`config.mk`:
```
export PLATFORM = sky130hd
export DESIGN_NAME = alu_multicycle_exec
export DESIGN_NICKNAME = d
export VERILOG_FILES = /design/src/rtl/alu_exec_pkg.sv /design/src/rtl/alu_shift_step.sv /design/src/rtl/alu_multicycle_exec.sv
export SDC_FILE = /design/constraint.sdc
export NUM_CORES = 1
export LEC_CHECK = 0
export ABC_CLOCK_PERIOD_IN_PS = 5500
export CORE_ASPECT_RATIO = 0.6
export CORE_MARGIN = 1
export CORE_UTILIZATION = 50
export CTS_CLUSTER_SIZE = 10
export DETAILED_ROUTE_END_ITERATION = 8
export DONT_BUFFER_PORTS = 1
export SYNTH_ARGS = -nofsm -noshare
export SYNTH_HDL_FRONTEND = slang
export SYNTH_SLANG_ARGS = --single-unit
```
`constraint.sdc`:
```
create_clock -name clk -period 5.5 [get_ports clk]
set_input_delay 0.275 -clock clk [delete_from_list [all_inputs] [get_ports clk]]
set_output_delay 0.275 -clock clk [all_outputs]
set_load 0.05 [all_outputs]
```
`src/rtl/alu_exec_pkg.sv`:
```
// Shared definitions for the multicycle ALU execute stage: the op codes driven by
// ALU control, the 2-bit FSM state encoding, and the per-edge step of the fast shifter.
package alu_exec_pkg;

  localparam logic [3:0] ALU_ADD = 4'b0000;
  localparam logic [3:0] ALU_SUB = 4'b0001;
  localparam logic [3:0] ALU_AND = 4'b0010;
  localparam logic [3:0] ALU_OR  = 4'b0011;
  localparam logic [3:0] ALU_XOR = 4'b0100;
  localparam logic [3:0] ALU_SLL = 4'b0110;
  localparam logic [3:0] ALU_SRL = 4'b0111;
  localparam logic [3:0] ALU_LUI = 4'b1001;

  // Bits shifted per SHIFT edge when ALU_FAST_SHIFT_EN is defined.
  localparam int unsigned FAST_STEP = 4;

  // One-hot-ish encoding so busy and done decode to a single state bit each.
  typedef enum logic [1:0] {
    StIdle  = 2'b00,
    StShift = 2'b01,
    StDone  = 2'b10
  } alu_state_e;

endpackage

```
`src/rtl/alu_shift_step.sv`:
```
// Combinational single-step shifter used by the iterative shift datapath.
// Ports:
//   data_i  operand being shifted
//   dir_i   0 = shift left, 1 = logical shift right
//   amt_i   bits to shift this step
//   data_o  shifted value, zero filled
module alu_shift_step #(
  parameter int unsigned DATA_WIDTH  = 32,
  parameter int unsigned SHAMT_WIDTH = $clog2(DATA_WIDTH)
) (
  input  logic [DATA_WIDTH-1:0]  data_i,
  input  logic                   dir_i,
  input  logic [SHAMT_WIDTH-1:0] amt_i,
  output logic [DATA_WIDTH-1:0]  data_o
);

  always_comb begin
    data_o = dir_i ? (data_i >> amt_i) : (data_i << amt_i);
  end

endmodule

```
`src/rtl/alu_multicycle_exec.sv`:
```
// Multicycle ALU execute stage. Logic/arithmetic ops complete in one cycle; SLL/SRL
// iterate over a narrow shifter under a start/busy/done handshake. The result and
// Zero flag are registered and only change on entry to DONE.
// Ports:
//   clk, reset        rising-edge clock, synchronous active-low reset
//   start_i           request, accepted only while ready_o is high
//   ALU_Operation_i   4-bit op code (see alu_exec_pkg)
//   A_i, B_i          operands, sampled on the accept edge; shamt = B_i[SHAMT_WIDTH-1:0]
//   ready_o           high in IDLE or DONE
//   busy_o            high in SHIFT
//   done_o            one-cycle result-valid pulse
//   ALU_Result_o      registered result
//   Zero_o            registered (ALU_Result_o == 0)
// Configuration macro: ALU_FAST_SHIFT_EN -- shift up to FAST_STEP bits per edge
// instead of one.
module alu_multicycle_exec
  import alu_exec_pkg::*;
#(
  parameter int unsigned DATA_WIDTH  = 32,
  parameter int unsigned SHAMT_WIDTH = $clog2(DATA_WIDTH)
) (
  input  logic                  clk,
  input  logic                  reset,
  input  logic                  start_i,
  input  logic [3:0]            ALU_Operation_i,
  input  logic [DATA_WIDTH-1:0] A_i,
  input  logic [DATA_WIDTH-1:0] B_i,
  output logic                  ready_o,
  output logic                  busy_o,
  output logic                  done_o,
  output logic [DATA_WIDTH-1:0] ALU_Result_o,
  output logic                  Zero_o
);

  alu_state_e              state_q;
  logic [DATA_WIDTH-1:0]   result_q;
  logic                    zero_q;
  logic [DATA_WIDTH-1:0]   work_q;
  logic [SHAMT_WIDTH-1:0]  cnt_q;
  logic                    dir_q;

  logic [SHAMT_WIDTH-1:0]  shamt;
  logic                    is_shift;
  logic [DATA_WIDTH-1:0]   single_res;
  logic [SHAMT_WIDTH-1:0]  step_amt;
  logic [DATA_WIDTH-1:0]   shift_out;

  assign shamt    = B_i[SHAMT_WIDTH-1:0];
  assign is_shift = (ALU_Operation_i == ALU_SLL) || (ALU_Operation_i == ALU_SRL);

  // Result for everything that finishes on the accept edge.
  always_comb begin
    single_res = '0;
    case (ALU_Operation_i)
      ALU_ADD: single_res = A_i + B_i;
      ALU_SUB: single_res = A_i - B_i;
      ALU_AND: single_res = A_i & B_i;
      ALU_OR:  single_res = A_i | B_i;
      ALU_XOR: single_res = A_i ^ B_i;
      // Only reached with shamt == 0, so the shift is the identity.
      ALU_SLL: single_res = A_i;
      ALU_SRL: single_res = A_i;
      ALU_LUI: single_res = B_i;
      default: single_res = '0;
    endcase
  end

`ifdef ALU_FAST_SHIFT_EN
  localparam logic [SHAMT_WIDTH-1:0] StepMax = SHAMT_WIDTH'(FAST_STEP);

  always_comb begin
    step_amt = (cnt_q > StepMax) ? StepMax : cnt_q;
  end
`else
  always_comb begin
    step_amt = SHAMT_WIDTH'(1);
  end
`endif

  alu_shift_step #(
    .DATA_WIDTH  (DATA_WIDTH),
    .SHAMT_WIDTH (SHAMT_WIDTH)
  ) u_shift_step (
    .data_i (work_q),
    .dir_i  (dir_q),
    .amt_i  (step_amt),
    .data_o (shift_out)
  );

  always_ff @(posedge clk) begin
    if (!reset) begin
      state_q  <= StIdle;
      result_q <= '0;
      zero_q   <= 1'b0;
      work_q   <= '0;
      cnt_q    <= '0;
      dir_q    <= 1'b0;
    end else begin
      unique case (state_q)
        StIdle, StDone: begin
          if (start_i) begin
            if (is_shift && (shamt != '0)) begin
              work_q  <= A_i;
              cnt_q   <= shamt;
              dir_q   <= (ALU_Operation_i == ALU_SRL);
              state_q <= StShift;
            end else begin
              result_q <= single_res;
              zero_q   <= (single_res == '0);
              state_q  <= StDone;
            end
          end else begin
            state_q <= StIdle;
          end
        end
        StShift: begin
          // start_i is deliberately ignored here; requests are not queued.
          work_q <= shift_out;
          cnt_q  <= cnt_q - step_amt;
          if (cnt_q == step_amt) begin
            result_q <= shift_out;
            zero_q   <= (shift_out == '0);
            state_q  <= StDone;
          end
        end
        default: state_q <= StIdle;
      endcase
    end
  end

  // Outputs decode straight from the state register, so they are glitch-free.
  assign busy_o       = (state_q == StShift);
  assign done_o       = (state_q == StDone);
  assign ready_o      = (state_q != StShift);
  assign ALU_Result_o = result_q;
  assign Zero_o       = zero_q;

endmodule

```
==> metrics.txt, run 1 <==
# TYPE chip_impl_metric gauge
chip_impl_info{name="status",value="completed"} 1
chip_impl_metric{name="cts_buffers",unit=""} 9
chip_impl_metric{name="antenna_cells",unit=""} 0
chip_impl_metric{name="cp.arrival",unit="ns"} 4.93
chip_impl_metric{name="dr_total_vias",unit=""} 8486
chip_impl_metric{name="post_cts_hold_buffer_count",unit=""} 0
chip_impl_metric{name="power.clock.fraction",unit=""} 0.329
chip_impl_metric{name="fin_setup_tns",unit="ns"} 0
chip_impl_metric{name="worst_hold_slack",unit="ns"} 0.0635
chip_impl_metric{name="antenna_found_initial",unit=""} 0
chip_impl_metric{name="net_count_synth",unit=""} 1320
chip_impl_metric{name="fraction_of_power_consumed_by_combinational_cells",unit=""} 0.325
chip_impl_info{name="synth_top_family_by_area",value="compound AO/OA/AOI/OAI gates"} 1
chip_impl_metric{name="synth_async_sr_flop_share",unit=""} 0
chip_impl_metric{name="netSwitchingPower",unit="W"} 0.000663
chip_impl_info{name="holdCritPathClass",value="input port to flop"} 1
chip_impl_metric{name="synth-seq-cells",unit=""} 73
chip_impl_metric{name="route.detailed.wl_per_inst",unit="microns"} 22.0
chip_impl_metric{name="post_synth_simple_gate_area",unit=""} 0.209
chip_impl_metric{name="clk_pin_slew_worst_paths",unit="ns"} 0.06
chip_impl_metric{name="crit_path_max_fanout",unit=""} 8
chip_impl_metric{name="hpwl_detailed",unit="microns"} 21900
chip_impl_metric{name="routed_wirelength",unit="microns"} 28900
chip_impl_metric{name="pwr_density_cell",unit="nW/um^2"} 211
chip_impl_metric{name="starting_density_of_the_core",unit=""} 0.512
chip_impl_metric{name="synthesis.instances",unit=""} 1149
chip_impl_info{name="worstSetupStartpoint",value="B_i[0]"} 1
chip_impl_metric{name="grt_start_max_net_pins",unit=""} 62
chip_impl_metric{name="post_synth_instance_area",unit="sq um"} 8310
chip_impl_metric{name="layout_net_count",unit=""} 1273
chip_impl_info{name="reg2reg_from",value="state_q[1]"} 1
chip_impl_metric{name="layout-drive-gt1-share",unit=""} 0.0515
chip_impl_metric{name="synth_area_per_cell",unit="sq um"} 7.23
chip_impl_metric{name="postPlaceCellArea",unit="sq um"} 8430
chip_impl_metric{name="drt_pre_antenna_iters",unit=""} 7
chip_impl_metric{name="fmax",unit="GHz"} 0.213
chip_impl_info{name="setup.worst_path.end_class",value="flop"} 1
chip_impl_metric{name="grt_first_pass_wirelength",unit="microns"} 44600
chip_impl_metric{name="synthMuxAreaShare",unit=""} 0.0316
chip_impl_metric{name="post-route-cell-area",unit="sq um"} 8730
chip_impl_metric{name="finalSetupViolations",unit=""} 0
chip_impl_metric{name="max-cap-violations",unit=""} 0
chip_impl_info{name="path_class",value="input port to flop"} 1
chip_impl_metric{name="worstMarginPinSlew",unit="ns"} 0.943
chip_impl_metric{name="chipWidth",unit="microns"} 168
chip_impl_metric{name="relSlewSlack",unit=""} 0.370
chip_impl_metric{name="p_int",unit="W"} 0.00118
chip_impl_metric{name="p_leak",unit="nW"} 3.57
chip_impl_metric{name="max-clock-path-buffers",unit=""} 2
chip_impl_metric{name="final_period_minus_worst_setup_slack",unit="ns"} 4.68
chip_impl_metric{name="timing_hold_violations_final",unit=""} 0
chip_impl_metric{name="fraction_of_the_cycle_the_final_worst_path_needs",unit=""} 0.852
chip_impl_metric{name="vias_per_cell",unit=""} 6.45
chip_impl_metric{name="synth_compound_gate_area_share",unit=""} 0.296
chip_impl_metric{name="grt_use_total",unit=""} 0.338
chip_impl_info{name="min_from",value="reset"} 1
chip_impl_metric{name="globalRoute.totalOverflow",unit=""} 0
chip_impl_metric{name="drt_first_iter_violations",unit=""} 1041
chip_impl_metric{name="place.port_buffers",unit=""} 0
chip_impl_metric{name="timing.clock.skew",unit="ns"} 0.00397
chip_impl_metric{name="post_cts_buffers",unit=""} 0
chip_impl_metric{name="grt_pass1_vias",unit=""} 7547
chip_impl_metric{name="design.die.area",unit="sq um"} 17200
chip_impl_metric{name="post_synth_xor_area_fraction",unit=""} 0.0602
chip_impl_metric{name="synth_fa_ha_area_frac",unit=""} 0.152
chip_impl_info{name="tritoncts",value="done"} 1
chip_impl_metric{name="placeableCoreArea",unit="sq um"} 16200
chip_impl_metric{name="die_h",unit="microns"} 102
chip_impl_info{name="clock_tree.root_cell",value="clkbuf_16"} 1
chip_impl_metric{name="htree_levels",unit=""} 3
chip_impl_metric{name="timing.critical_path.required",unit="ns"} 5.75
chip_impl_metric{name="critical_path.max_stage_delay",unit="ns"} 0.50
chip_impl_metric{name="postCtsResizedCells",unit=""} 0
chip_impl_metric{name="core.rowCount",unit=""} 36
chip_impl_info{name="timing.critical_path.cells",value="inv_1, ha_1, and3_1, nand3_1, or4_1, nor2_1, nand2_1, nor3_1, inv_1, o21ai_0, xnor2_1, ha_1, nand3_1, nor3b_1, a31oi_1, mux2i_1, nor2_1, and4_1, nand4_1, o32ai_2"} 1
chip_impl_metric{name="switching_portion_of_total_power",unit=""} 0.359
chip_impl_metric{name="synth_cell_types",unit=""} 77
chip_impl_metric{name="edff_count_synth",unit=""} 0
chip_impl_metric{name="synth-warning-count",unit=""} 0
chip_impl_metric{name="pre_cts_setup_slack",unit="ns"} 0.570
chip_impl_metric{name="gp_routability_congestion",unit=""} 0.970
chip_impl_metric{name="postRouteAntennaNets",unit=""} 0
chip_impl_metric{name="power.sequential.fraction",unit=""} 0.346
chip_impl_metric{name="clk_latency",unit="ns"} 0.33
chip_impl_metric{name="vdd.ir_drop.worst",unit="mV"} 0.140
chip_impl_metric{name="final_critical_path_setup_slack",unit="ns"} 0.816
chip_impl_metric{name="io-pin-count",unit=""} 107
chip_impl_metric{name="sequential_cell_area_fraction_in_the_yosys_report",unit=""} 0.176
chip_impl_metric{name="cts.sinks",unit=""} 73
chip_impl_info{name="start_kind",value="input port"} 1
chip_impl_metric{name="slew_viol_final",unit=""} 0
chip_impl_metric{name="areaGrowthSynthToFinish",unit="%"} 5.14
chip_impl_info{name="crit_path_top_delay_cell",value="nor3_1"} 1
chip_impl_info{name="rsz0062_at_grt",value="false"} 1
chip_impl_info{name="synth_top_flop_cell",value="dfxtp_1"} 1
chip_impl_metric{name="drcViolationCount",unit=""} 0
power by group through the flow:
stage / logic, W / clock network [W] / registers, W
floorplan: 0.000463 / 0 / 0.000640
finish: 0.000600 / 0.000608 / 0.000639
detailed placement: 0.000580 / 0 / 0.000650
global route: 0.000661 / 0.000639 / 0.000644
CTS: 0.000585 / 0.000612 / 0.000639
global placement: 0.000584 / 0 / 0.000650
final timing paths:
kind | cells past startpoint | to | slack [ns]
worst max-delay path | 20 | Zero_o | 0.82
worst min-delay path | 2 | work_q[3] | 0.06
worst max register to register | 10 | Zero_o | 2.24
worst min register to register | 2 | cnt_q[3] | 0.50
placed cells by master, fill, tap and decap left out, types with 28 or more instances in the layout:
master and count:
a211oi_1 40, a21oi_1 101, a31oi_1 28, dfxtp_1 72, ha_1 99, inv_1 85
nand2_1 161, nor2_1 86, o21ai_0 37, xnor2_1 40
area by class of cell:
class / instances / area, sq um
sequential: 73 / 1460
tap: 209 / 262
clock buffer: 14 / 274
inverter: 87 / 327
clock inverter: 2 / 35.0
timing repair buffer: 17 / 128
fill: 1599 / 7480
multi-input combinational: 914 / 6250
sequential cells by signal, summed over array words and instances (netlist names):
register      cells
work_q           32
state_q           2
ALU_Result_o     32
dir_q             1
Zero_o            1
cnt_q             5
synth_stat cells, types with 3 or more instances:
cell	instances	share of area
nand2_1	161	0.073
a21oi_1	101	0.061
ha_1	99	0.15
nor2_1	87	0.039
inv_1	86	0.039
dfxtp_1	73	0.18
clkbuf_1	53	0.024
a211oi_1	40	0.036
xnor2_1	40	0.042
o21ai_0	37	0.022
a31oi_1	28	0.021
mux2i_1	24	0.029
nand3_1	21	0.013
nor2b_1	20	0.015
o211ai_1	18	0.016
a311oi_1	16	0.017
a21o_1	14	0.013
xor2_1	14	0.015
a22oi_1	13	0.012
nor3_1	13	0.0078
buf_2	12	0.0072
nand2b_1	12	0.0090
a222oi_1	11	0.013
nor4_1	11	0.0083
a221oi_1	9	0.0095
buf_1	9	0.0041
nand4_1	8	0.0060
and3_1	7	0.0053
o22ai_1	7	0.0053
and4_1	6	0.0063
o21a_1	6	0.0054
o21ai_1	6	0.0036
a221o_1	5	0.0060
and2_1	5	0.0038
o21bai_1	5	0.0045
o221ai_1	5	0.0053
o31ai_1	5	0.0045
or4_1	5	0.0045
a41oi_1	4	0.0042
or3_1	4	0.0030
a21boi_0	3	0.0027
nor3b_1	3	0.0027
o31a_1	3	0.0032
per-layer routing:
metal	wire (microns)	GRT usage
met1	13700	0.494
met2	11900	0.504
met3	2840	0.0782
met4	455	0.0678
met5	0	0
through the flow:
step | utilization | cells | total power, W
after floorplan | - | 1149 | 0.00110
after global placement | 0.520 | 1300 | 0.00123
after detailed placement | 0.520 | 1300 | 0.00123
after CTS | 0.539 | 1316 | 0.00184
after global routing | 0.539 | 1316 | 0.00194
final | 0.539 | 1316 | 0.00185
cell families (layout without fill, tap and decap cells):
family	after synthesis	count (layout)
and+or+nand+nor	373	373
muxes	26	26
buffers and inverters	162	120
AOI/OAI and AO/OA	360	360
xor gates and xnor gates	55	55
adders and majority gates	100	100
DFF	73	73
critical path, delay by kind of cell:
kind	cells	cell delay, ns
and+or+nand+nor	11	2.95
muxes	1	0.15
AOI/OAI and AO/OA	3	0.69
adders and majority gates	2	0.61
buffers and inverters	2	0.16
xor gates and xnor gates	1	0.10
(Power assumes the default switching activity.)
==> run 2, diff against run 1 <==
==> constraint.sdc (replaced) <==
create_clock -name clk -period 5.5 [get_ports clk]
set_input_delay 1.65 -clock clk [delete_from_list [all_inputs] [get_ports clk]]
set_output_delay 1.65 -clock clk [all_outputs]
set_load 0.05 [all_outputs]
==> metrics.txt, run 2 (synthesized netlist as in run 1, its figures left out) <==
# TYPE chip_impl_metric gauge
chip_impl_metric{name="timing.critical_path.required",unit="ns"} 5.75
chip_impl_metric{name="layout-drive-gt1-share",unit=""} 0.168
chip_impl_metric{name="timing_hold_violations_final",unit=""} 0
chip_impl_info{name="mostFrequentLayoutCells",value="nand2_1 (159), buf_4 (127), ha_1 (98), a21oi_1 (92), nor2_1 (84)"} 1
chip_impl_metric{name="timing.clock.skew",unit="ns"} 0.00664
chip_impl_metric{name="instances_no_fill",unit=""} 1427
chip_impl_info{name="start_kind",value="input port"} 1
chip_impl_metric{name="postPlaceCellArea",unit="sq um"} 9230
chip_impl_metric{name="drt_pre_antenna_iters",unit=""} 6
chip_impl_metric{name="max-clock-path-buffers",unit=""} 2
chip_impl_info{name="clock_tree.root_cell",value="clkbuf_16"} 1
chip_impl_info{name="tritoncts",value="done"} 1
chip_impl_metric{name="clk_pin_slew_worst_paths",unit="ns"} 0.06
chip_impl_metric{name="clk_latency",unit="ns"} 0.34
chip_impl_metric{name="cts_buffers",unit=""} 9
chip_impl_metric{name="fraction_of_the_cycle_the_final_worst_path_needs",unit=""} 0.987
chip_impl_metric{name="power",unit="W"} 0.00206
chip_impl_info{name="setup.worst_path.end_class",value="flop"} 1
chip_impl_metric{name="grt_pass1_vias",unit=""} 7957
chip_impl_metric{name="crit_path_max_fanout",unit=""} 6
chip_impl_metric{name="hpwl_detailed",unit="microns"} 23000
chip_impl_metric{name="placeableCoreArea",unit="sq um"} 16200
chip_impl_metric{name="grt_use_total",unit=""} 0.348
chip_impl_info{name="gr-max-usage-layer",value="met2"} 1
chip_impl_metric{name="grt_use_met3",unit=""} 0.0860
chip_impl_metric{name="global_route.usage.met1",unit=""} 0.501
chip_impl_metric{name="grt_start_max_net_pins",unit=""} 80
chip_impl_metric{name="vdd.ir_drop.worst",unit="mV"} 0.180
chip_impl_metric{name="layout_net_count",unit=""} 1384
chip_impl_metric{name="gr-usage-met2",unit=""} 0.520
chip_impl_metric{name="cp_num_buf_inv",unit=""} 4
chip_impl_metric{name="die_h",unit="microns"} 102
chip_impl_metric{name="design.die.area",unit="sq um"} 17200
chip_impl_metric{name="dpl.cell_count",unit=""} 1406
chip_impl_metric{name="cp.arrival",unit="ns"} 5.68
chip_impl_info{name="crit_path_top_delay_cell",value="or4_4"} 1
chip_impl_metric{name="finalSetupViolations",unit=""} 0
chip_impl_metric{name="grt_first_pass_wirelength",unit="microns"} 46100
chip_impl_metric{name="routed_wirelength",unit="microns"} 30300
chip_impl_metric{name="place.port_buffers",unit=""} 0
chip_impl_metric{name="drt_first_iter_violations",unit=""} 809
chip_impl_metric{name="cts.sinks",unit=""} 73
chip_impl_metric{name="gp_routability_congestion",unit=""} 0.972
chip_impl_metric{name="htree_levels",unit=""} 3
chip_impl_metric{name="globalRoute.totalOverflow",unit=""} 0
chip_impl_metric{name="pwr_density_cell",unit="nW/um^2"} 210
chip_impl_metric{name="core.rowCount",unit=""} 36
chip_impl_metric{name="postRouteAntennaNets",unit=""} 0
chip_impl_metric{name="areaGrowthSynthToFinish",unit="%"} 17.8
chip_impl_metric{name="max-cap-violations",unit=""} 0
chip_impl_info{name="path_class",value="input port to flop"} 1
chip_impl_metric{name="io-pin-count",unit=""} 107
chip_impl_metric{name="dr_total_vias",unit=""} 8958
chip_impl_metric{name="post-route-cell-area",unit="sq um"} 9790
chip_impl_info{name="holdCritPathClass",value="flop to flop"} 1
chip_impl_metric{name="vias_per_cell",unit=""} 6.28
chip_impl_metric{name="critical_path.max_stage_delay",unit="ns"} 0.60
chip_impl_info{name="status",value="completed"} 1
chip_impl_metric{name="route.detailed.wl_per_inst",unit="microns"} 21.3
chip_impl_info{name="timing.critical_path.cells",value="inv_2, ha_4, and3_4, nand3_2, or4_4, nor2_4, buf_6, a41oi_2, xnor2_1, ha_1, a21oi_2, buf_4, o21ai_4, a21oi_2, o21ai_2, xnor2_1, o211ai_1, or4_4, nor4_4, buf_4, nand4_1, o32ai_2"} 1
chip_impl_metric{name="slew_viol_final",unit=""} 0
chip_impl_metric{name="post_cts_hold_buffer_count",unit=""} 0
chip_impl_metric{name="fmax",unit="GHz"} 0.184
chip_impl_metric{name="drcViolationCount",unit=""} 0
chip_impl_metric{name="antenna_found_initial",unit=""} 0
chip_impl_metric{name="starting_density_of_the_core",unit=""} 0.512
chip_impl_metric{name="antenna_cells",unit=""} 0
chip_impl_metric{name="relSlewSlack",unit=""} 0.370
chip_impl_metric{name="chipWidth",unit="microns"} 168
chip_impl_metric{name="worstMarginPinSlew",unit="ns"} 0.944
chip_impl_metric{name="final_period_minus_worst_setup_slack",unit="ns"} 5.43
chip_impl_info{name="layout_commonest_cell",value="nand2_1"} 1
chip_impl_info{name="cpLargestDelayFamily",value="simple AND/OR/NAND/NOR gates"} 1
chip_impl_metric{name="p_leak",unit="nW"} 4.14
run 2: cell type report:
class / count / area [sq um]
Timing Repair Buffer: 128 / 965
Clock buffer: 12 / 256
Clock inverter: 4 / 75.1
Tap cell: 209 / 262
Fill cell: 1551 / 6430
Sequential cell: 73 / 1460
Inverter: 87 / 327
Multi-Input combinational cell: 914 / 6440
run 2: routing by layer:
layer,part of all wire,up-vias
met5,0,-
met4,0.019,0
met3,0.11,45
met2,0.41,454
met1,0.46,4160
li1,-,4299
run 2: final timing paths:
check,startpoint,endpoint,slack (ns),depth (start not counted)
max,B_i[1],Zero_o,0.07,22
min,cnt_q[3],cnt_q[3],0.50,2
max reg2reg,cnt_q[0],Zero_o,2.57,11
min reg2reg,cnt_q[3],cnt_q[3],0.50,2
run 2: where the power goes:
part / leakage [nW] / switching, W / total (W) / internal, W
combinational: 3.39 / 0.000412 / 0.000757 / 0.000345
sequential: 0.595 / 0.0000817 / 0.000640 / 0.000559
clock: 0.155 / 0.000237 / 0.000659 / 0.000422
total: 4.14 / 0.000731 / 0.00206 / 0.00133
run 2: per-stage QoR:
stage	utilization	hold WS, ns	setup WS [ns]	setup TNS (ns)
after detailed placement	0.569	0.485	-0.384	-1.15
after global routing	0.604	0.524	-0.0575	-0.0575
after global placement	0.569	0.480	-0.293	-0.796
final	0.604	0.495	0.0702	0
after floorplan	-	0.458	0.0331	0
after CTS	0.590	0.493	0.00494	0
run 2: repair_timing:
action / in CTS / in global routing
setup buffers: 0 / 5
gates cloned: 0 / 0
endpoints found under the setup margin: 1 / 8
gates resized for setup: 2 / 46
pin swaps: 0 / 23
run 2: tightest hold or removal path: stages, from the launching register on:
cell     delay, ns
dfxtp_1       0.33
nand2_1       0.06
a21oi_1       0.05
